$ cat config.mk
export PLATFORM = sky130hd
export DESIGN_NAME = mem_client_port
export DESIGN_NICKNAME = d
export VERILOG_FILES = /design/src/rtl/mem_arb_pkg.sv /design/src/rtl/mem_cmd_fifo.sv /design/src/rtl/mem_client_port.sv
export SDC_FILE = /design/constraint.sdc
export NUM_CORES = 1
export LEC_CHECK = 0
export BUFFER_PORTS_ARGS = -buffer_cell sky130_fd_sc_hd__buf_4
export CAP_MARGIN = 25
export CORE_MARGIN = 3
export CORE_UTILIZATION = 45
export CTS_CLUSTER_SIZE = 10
export DETAILED_ROUTE_END_ITERATION = 8
export PLACE_DENSITY = 0.68
export SYNTH_ARGS = -nofsm -noshare
export SYNTH_HDL_FRONTEND = slang
export SYNTH_SLANG_ARGS = --single-unit
export TNS_END_PERCENT = 1
$ cat constraint.sdc
create_clock -name clk -period 6.38 [get_ports clk]
set_clock_uncertainty 0.05 [all_clocks]
set_input_delay 0.957 -clock clk [delete_from_list [all_inputs] [get_ports clk]]
set_output_delay 0.957 -clock clk [all_outputs]
set_load 0.02 [all_outputs]
$ cat src/rtl/mem_arb_pkg.sv
// Shared types for the rotating-priority memory arbiter and its client ports.
// Optional starvation timeout in mem_client_port: define MEM_CLIENT_TIMEOUT_EN.
package mem_arb_pkg;

    localparam int MEM_PORTS = 16;
    localparam int MEM_AW    = 16;
    localparam int MEM_DW    = 32;

    typedef struct packed {
        logic              we;
        logic [MEM_AW-1:0] addr;
        logic [MEM_DW-1:0] wdata;
    } mem_cmd_t;

    typedef enum logic {
        IDLE = 1'b0,
        REQ  = 1'b1
    } client_state_e;

endpackage

$ cat src/rtl/mem_cmd_fifo.sv
// Synchronous show-ahead command FIFO; head entry is visible combinationally.
// No bypass: a full FIFO refuses writes even when a read happens the same cycle.
import mem_arb_pkg::*;

module mem_cmd_fifo #(
    parameter int  DEPTH = 4,
    parameter type T     = mem_cmd_t
) (
    input  logic                   clk,
    input  logic                   rst,
    input  logic                   wr_en,
    input  T                       wr_data,
    input  logic                   rd_en,
    output T                       rd_data,
    output logic                   full,
    output logic                   empty,
    output logic [$clog2(DEPTH):0] count
);

    localparam int PW = $clog2(DEPTH);

    T               mem [DEPTH];
    logic [PW-1:0]  wp;
    logic [PW-1:0]  rp;
    logic [PW:0]    cnt;
    logic           push;
    logic           pop;

    assign full    = (cnt == (PW+1)'(DEPTH));
    assign empty   = (cnt == '0);
    assign count   = cnt;
    assign push    = wr_en & ~full;
    assign pop     = rd_en & ~empty;
    assign rd_data = mem[rp];

    // Storage array; contents need no reset, pointers gate visibility.
    always_ff @(posedge clk) begin
        if (push) begin
            mem[wp] <= wr_data;
        end
    end

    // Pointers wrap naturally since DEPTH is a power of two.
    always_ff @(posedge clk) begin
        if (rst) begin
            wp  <= '0;
            rp  <= '0;
            cnt <= '0;
        end else begin
            if (push) wp <= wp + 1'b1;
            if (pop)  rp <= rp + 1'b1;
            unique case ({push, pop})
                2'b10:   cnt <= cnt + 1'b1;
                2'b01:   cnt <= cnt - 1'b1;
                default: cnt <= cnt;
            endcase
        end
    end

endmodule

$ cat src/rtl/mem_client_port.sv
// Requester side of the shared-memory arbiter: buffers, requests, issues, returns reads.
// Define MEM_CLIENT_TIMEOUT_EN to enable the sticky req-without-gnt starvation flag.
import mem_arb_pkg::*;

module mem_client_port #(
    parameter int DEPTH   = 4,
    parameter int AW      = 16,
    parameter int DW      = 32,
    parameter int RD_LAT  = 2,
    parameter int TIMEOUT = 64
) (
    input  logic          clk,
    input  logic          rst,
    input  logic          cmd_valid,
    output logic          cmd_ready,
    input  logic          cmd_we,
    input  logic [AW-1:0] cmd_addr,
    input  logic [DW-1:0] cmd_wdata,
    output logic          req,
    input  logic          gnt,
    output logic          mem_en,
    output logic          mem_we,
    output logic [AW-1:0] mem_addr,
    output logic [DW-1:0] mem_wdata,
    input  logic [DW-1:0] mem_rdata,
    output logic          rsp_valid,
    output logic [DW-1:0] rsp_rdata,
    output logic          timeout_err
);

    localparam int CW = $clog2(DEPTH) + 1;

    typedef struct packed {
        logic          we;
        logic [AW-1:0] addr;
        logic [DW-1:0] wdata;
    } cmd_t;

    client_state_e      state;
    client_state_e      state_nx;
    cmd_t               wr_cmd;
    cmd_t               head;
    logic               full;
    logic               empty;
    logic [CW-1:0]      count;
    logic               push;
    logic               issue;
    logic [RD_LAT-1:0]  rd_pipe;

    assign wr_cmd    = '{we: cmd_we, addr: cmd_addr, wdata: cmd_wdata};
    assign cmd_ready = ~full;
    assign push      = cmd_valid & ~full;
    assign issue     = (state == REQ) & gnt;

    mem_cmd_fifo #(
        .DEPTH (DEPTH),
        .T     (cmd_t)
    ) u_fifo (
        .clk     (clk),
        .rst     (rst),
        .wr_en   (cmd_valid),
        .wr_data (wr_cmd),
        .rd_en   (issue),
        .rd_data (head),
        .full    (full),
        .empty   (empty),
        .count   (count)
    );

    // State register.
    always_ff @(posedge clk) begin
        if (rst) state <= IDLE;
        else     state <= state_nx;
    end

    // Request while the FIFO will hold anything after this edge.
    always_comb begin
        state_nx = state;
        unique case (state)
            IDLE: if (!empty || push) state_nx = REQ;
            REQ:  if (issue && count == CW'(1) && !push) state_nx = IDLE;
            default: state_nx = IDLE;
        endcase
    end

    // Bus drive: head of FIFO only during the issue cycle, zero otherwise.
    always_comb begin
        req       = (state == REQ);
        mem_en    = 1'b0;
        mem_we    = 1'b0;
        mem_addr  = '0;
        mem_wdata = '0;
        if (issue) begin
            mem_en    = 1'b1;
            mem_we    = head.we;
            mem_addr  = head.addr;
            mem_wdata = head.wdata;
        end
    end

    // Read-return tracker: one bit per outstanding read, aged each cycle.
    always_ff @(posedge clk) begin
        if (rst) begin
            rd_pipe <= '0;
        end else begin
            rd_pipe[0] <= issue & ~head.we;
            for (int i = 1; i < RD_LAT; i++) begin
                rd_pipe[i] <= rd_pipe[i-1];
            end
        end
    end

    assign rsp_valid = rd_pipe[RD_LAT-1];
    assign rsp_rdata = mem_rdata;

`ifdef MEM_CLIENT_TIMEOUT_EN
    localparam int TW = $clog2(TIMEOUT + 1);

    logic [TW-1:0] to_cnt;
    logic          to_err_q;
    logic          to_hit;

    assign to_hit = (state == REQ) & ~gnt & (to_cnt == TW'(TIMEOUT - 1));

    // Count ungranted request cycles; flag is sticky until reset.
    always_ff @(posedge clk) begin
        if (rst) begin
            to_cnt   <= '0;
            to_err_q <= 1'b0;
        end else begin
            if (state != REQ || gnt) begin
                to_cnt <= '0;
            end else if (to_cnt != TW'(TIMEOUT)) begin
                to_cnt <= to_cnt + 1'b1;
            end
            if (to_hit) to_err_q <= 1'b1;
        end
    end

    assign timeout_err = to_err_q | to_hit;
`else
    assign timeout_err = 1'b0;
`endif

endmodule

==> impl_metrics.json, run 1 <==
{
  "drc": 0,
  "crit_top_cell": "buf_4",
  "synth_compound_area_share_pct": 0.803,
  "die_h_um": 141,
  "synth_nets": 502,
  "h-tree-depth": 1,
  "gp_congestion": 0.663,
  "final_area_um2": 9730,
  "avgSynthCellArea_um2": 20.2,
  "slowest_delay_ps": 440,
  "fp-row-count": 48,
  "ys_ff_latch": 208,
  "crit_family": "buffers and inverters",
  "dr.pass1.iters": 4,
  "peakVddDrop_uv": 247,
  "async_flop_share_pct": 0,
  "synth_common_cells": "edfxtp_1, and2_1, mux4_2",
  "yosysMostFrequentCell": "edfxtp_1",
  "synth_top_cell_by_area": "edfxtp_1",
  "clock_latency_ps": 500,
  "dieArea_um2": 20000,
  "antenna_left": 0,
  "dp.cells": 695,
  "clk_pin_slew_ps": 50,
  "switching_share_pct": 21.8,
  "place_area_um2": 9050,
  "worst_ep_arrival_time_ps": 2450,
  "routed_via_density": 5.27,
  "drive_gt1_share_pct": 37.6,
  "end_kind": "output port",
  "grt_util_all_layers_pct": 15.5,
  "layout.nets": 591,
  "whs_path_depth": 1,
  "p_leak_nw": 3.36,
  "p_sw_mw": 0.688,
  "ys_warn_count": 0,
  "ios": 171,
  "final_util_pct": 55.1,
  "max_freq_mhz": 289,
  "grt_pass1_wl_mm": 24.0,
  "drv_cap": 0,
  "fin_crit_sh_pct": 54.2,
  "synthSimpleGateAreaFrac_pct": 4.83,
  "synth_top_family_by_area": "multiplexers",
  "start_util_pct": 46.8,
  "syn2layout_area_growth_pct": 17.8,
  "min_to": "rd_pipe[1]",
  "diodes": 0,
  "setup_ws_ps": 2920,
  "post_cts.repair.setup_buffers": 0,
  "p_clk_share_pct": 37.7,
  "crit_chain": "buf_4 > nand2_1 > clkinv_1 > buf_4 > and2_1 > buf_4",
  "yosysTopAreaCellShare_pct": 71.3,
  "finalPower_mw": 3.15,
  "wl_per_cell_um": 20.8,
  "syn_inst": 408,
  "portBuffers": 105,
  "rsz0062_at_grt": "no",
  "root_buffer": "clkbuf_16",
  "clock-sinks": 208,
  "slew_headroom_pct": 59.4,
  "outcome": "finished clean",
  "critPathLaunchType": "input port",
  "hold_viol_final": 0,
  "fp.dieW_um": 141,
  "synth_edf_count": 196,
  "postCtsHoldBufs": 0,
  "drtIter0Drc": 122,
  "crit_type": "input port to output port",
  "synth_area_leaders": "edfxtp_1, mux4_2, and2_1",
  "detailedPlace.worstSlack_ps": 2840,
  "syn_area_um2": 8260,
  "holdWs_ps": 390,
  "rr_startpoint": "u_fifo.count[0]",
  "coreArea_um2": 17700,
  "ff2ff_setup_slack_ps": 3580,
  "vias": 3860,
  "pwr_density_cell_nw_per_um2": 324,
  "grt_pass1_vias": 4300,
  "grt_max_degree": 38,
  "sequentialPowerShare_pct": 51.4,
  "cp_max_fo": 36,
  "cts_tree": "built",
  "setup_tns_ps": 0,
  "cts_buffer_depth": 3,
  "max_slew.worst_pin.slew_ps": 609,
  "hold_path.startpoint": "rd_pipe[0]",
  "synthMuxAreaShare_pct": 13.7,
  "cts_buffers": 25,
  "hp-class": "flop to flop",
  "rr_worst_depth": 5,
  "synthAdderAreaFrac_pct": 1.36,
  "antenna_found_initial": 0,
  "slowest_stage": "clkinv_1",
  "wl_mm": 15.2,
  "rr_endpoint": "u_fifo.mem[3][15]",
  "synth.distinct_cells": 29,
  "crit_buf_inv": 4,
  "setup-violations-final": 0,
  "combPwrFrac_pct": 10.9,
  "synth-main-ff-cell": "edfxtp_1",
  "fin_crit_ps": 3460,
  "worstPathRequired_ps": 5370,
  "synth_xor_area_share_pct": 0.318,
  "synth_seq_area_share_pct": 74.2,
  "stdcell_count": 733,
  "dp_hpwl_mm": 9.11,
  "globalRouteOverflowTotal": 0,
  "finalMaxSlewViolations": 0,
  "cts_resized": 0,
  "p_int_mw": 2.47
}
-- flip-flops by register name, summed over array words and instances (netlist names), named ones only --
signal        flops
req               1
u_fifo.wp         2
u_fifo.count      3
rd_pipe           2
u_fifo.mem      196
u_fifo.rp         2
-- worst max path at each step --
stage / startpoint / endpoint / slack [ps] / cells after the start
6_report: gnt / mem_wdata[7] / 2920 / 6
3_5_place_dp: gnt / mem_wdata[1] / 2840 / 6
4_1_cts: gnt / mem_wdata[1] / 2840 / 6
5_1_grt: gnt / mem_wdata[5] / 2740 / 6
3_3_place_gp: gnt / mem_wdata[5] / 2920 / 6
2_1_floorplan: cmd_valid / u_fifo.mem[0][0] / 3360 / 2
-- placed cells by master (no fill, tap or decap), types with 4 or more instances in the layout --
master	synthesis	final
a21oi_1	5	5
and2_1	53	49
and2_2	0	4
buf_4	36	111
clkbuf_1	6	11
clkbuf_16	0	25
dfxtp_1	12	10
edfxtp_1	196	196
ha_1	9	9
inv_1	8	7
mux4_2	47	47
nor2_1	6	6
-- routing by layer --
| layer | up-vias | wire length (µm) | GRT usage (%) |
|---|---|---|---|
| met5 | - | 0 | 0 |
| met4 | 0 | 529 | 6.36 |
| met3 | 49 | 1140 | 4.35 |
| met2 | 113 | 7530 | 26.5 |
| li1 | 1732 | - | - |
| met1 | 1966 | 6040 | 18.8 |
-- kinds of logic (layout without fill, tap and decap cells) --
| logic type | Yosys count | in the layout |
|---|---|---|
| flops | 208 | 208 |
| simple gates | 67 | 67 |
| buf+inv | 58 | 158 |
| mux | 51 | 51 |
| compound gates | 11 | 11 |
| fa+ha+maj | 9 | 9 |
| xor+xnor | 3 | 3 |
| other cells | 1 | 1 |
-- area by class of cell --
cell class                 count  area (µm²)
clock buffer                  36         667
clock inverter                 2        12.5
fill                        1393        7930
inverter                       8        30.0
multi-input combinational    142        1740
sequential                   208        6130
tap                          225         282
timing repair buffer         112         861
-- power groups by stage --
stage	clock network [mW]	registers [mW]	logic (mW)
CTS	1.23	1.62	0.355
finish	1.19	1.62	0.345
global route	1.29	1.63	0.379
floorplan	0	1.63	0.261
global placement	0	1.66	0.328
detailed placement	0	1.65	0.353
Note: power is estimated with default switching activity, not from simulation.
==> inputs of run 2 (changes only) <==
--- a/config.mk
+++ b/config.mk
@@ -11,7 +11,7 @@
 export CORE_UTILIZATION = 45
 export CTS_CLUSTER_SIZE = 10
 export DETAILED_ROUTE_END_ITERATION = 8
-export PLACE_DENSITY = 0.68
+export PLACE_DENSITY = 0.7
 export SYNTH_ARGS = -nofsm -noshare
 export SYNTH_HDL_FRONTEND = slang
 export SYNTH_SLANG_ARGS = --single-unit
==> constraint.sdc (replaced) <==
create_clock -name clk -period 2.9 [get_ports clk]
set_clock_uncertainty 0.05 [all_clocks]
set_input_delay 0.435 -clock clk [delete_from_list [all_inputs] [get_ports clk]]
set_output_delay 0.435 -clock clk [all_outputs]
set_load 0.02 [all_outputs]
==> impl_metrics.json, run 2 (synthesis gave the netlist of run 1 again) <==
{
  "grt_util_all_layers_pct": 14.9,
  "vias": 3884,
  "coreArea_um2": 17700,
  "wl_mm": 14.8,
  "gp_congestion": 0.672,
  "antenna_left": 0,
  "die_h_um": 141,
  "drc": 0,
  "ios": 171,
  "dieArea_um2": 20000,
  "fp.dieW_um": 141,
  "holdWs_ps": 74.8,
  "peakVddDrop_uv": 589,
  "end_kind": "output port",
  "postCtsHoldBufs": 0,
  "hp-class": "input port to flop",
  "wl_per_cell_um": 19.9,
  "routed_via_density": 5.25,
  "finalMaxSlewViolations": 0,
  "setup_ws_ps": 237,
  "cts_buffer_depth": 3,
  "drive_gt1_share_pct": 39.0,
  "cts_tree": "built",
  "ff2ff_setup_slack_ps": 600,
  "clock-sinks": 208,
  "layout.nets": 598,
  "worstPathRequired_ps": 2410,
  "drv_cap": 0,
  "crit_type": "flop to output port",
  "cts_buffers": 25,
  "rr_startpoint": "u_fifo.count[0]",
  "finalPower_mw": 7.01,
  "hold_path.startpoint": "cmd_addr[14]",
  "critPathLaunchType": "flop",
  "max_slew.worst_pin.slew_ps": 518,
  "fin_crit_sh_pct": 91.8,
  "max_flop_register": "u_fifo.mem",
  "rr_endpoint": "u_fifo.count[2]",
  "h-tree-depth": 1,
  "setup_tns_ps": 0,
  "hold_viol_final": 0,
  "dr.pass1.iters": 4,
  "clk_pin_slew_ps": 50,
  "rsz0062_at_grt": "no",
  "cts_resized": 0,
  "clock_latency_ps": 500,
  "worst_ep_arrival_time_ps": 2180,
  "max_freq_mhz": 375,
  "grt_pass1_wl_mm": 23.1,
  "slew_headroom_pct": 65.4,
  "outcome": "finished clean",
  "min_to": "u_fifo.mem[2][46]",
  "fin_crit_ps": 2660,
  "grt_max_degree": 36,
  "p_leak_nw": 3.42,
  "dp_hpwl_mm": 9.30,
  "layout_common_cells": "edfxtp_1, buf_4, and2_1",
  "root_buffer": "clkbuf_16",
  "cp_max_fo": 19,
  "fp-row-count": 48,
  "syn2layout_area_growth_pct": 18.8,
  "setup-violations-final": 0,
  "largest_register_ffs": 196,
  "layout_commonest_cell": "edfxtp_1",
  "start_util_pct": 46.8,
  "grt_pass1_vias": 4278,
  "detailedPlace.worstSlack_ps": 615,
  "portBuffers": 105,
  "post_cts.repair.setup_buffers": 0,
  "diodes": 0,
  "rr_worst_depth": 7,
  "final_util_pct": 55.6,
  "drtIter0Drc": 147,
  "whs_path_depth": 1,
  "pwr_density_cell_nw_per_um2": 714,
  "antenna_found_initial": 0,
  "globalRouteOverflowTotal": 0
}
## run 2: changes by cell type in the layout (fill, tap and decap cells not counted), moves of 2 or more
cell	delta
clkbuf_1	-3
buf_4	+6
buf_12	+2
clkbuf_8	+2
## run 2: metal layers
metal  track usage [%]  part of all wire [%]
met5                 0                     0
met1              17.9                    40
met2              26.2                    50
met3              4.15                   7.2
met4              4.65                   2.2
## run 2: critical path: stages (launching register included)
cell,delay [ps]
dfxtp_4,550
buf_12,240
mux4_1,550
and2_1,170
buf_4,150
## run 2: area by class of cell
| type | count | area [µm²] |
|---|---|---|
| clock buffer | 35 | 683 |
| clock inverter | 3 | 28.8 |
| fill | 1371 | 7840 |
| inverter | 8 | 30.0 |
| multi-input combinational | 142 | 1740 |
| sequential | 208 | 6130 |
| tap | 225 | 282 |
| timing repair buffer | 119 | 918 |
## run 2: worst max path at each step
stage,cells past startpoint,to
2_1_floorplan,4,u_fifo.mem[1][0]
3_3_place_gp,5,u_fifo.mem[0][14]
3_5_place_dp,5,u_fifo.mem[0][10]
4_1_cts,4,mem_wdata[31]
5_1_grt,4,mem_addr[15]
6_report,4,mem_wdata[31]
## run 2: where the power goes
| part | switching, mW | internal [mW] | total (mW) |
|---|---|---|---|
| Clock | 1.06 | 1.62 | 2.68 |
| Combinational | 0.402 | 0.377 | 0.779 |
| Sequential | 0.0621 | 3.49 | 3.55 |
| Total | 1.52 | 5.49 | 7.01 |
## run 2: metrics by stage
| stage | cell area [µm²] | cells |
|---|---|---|
| after global routing | 9820 | 740 |
| after floorplan | 8260 | 408 |
| after detailed placement | 9100 | 702 |
| final | 9820 | 740 |
| after global placement | 9100 | 702 |
| after CTS | 9820 | 740 |
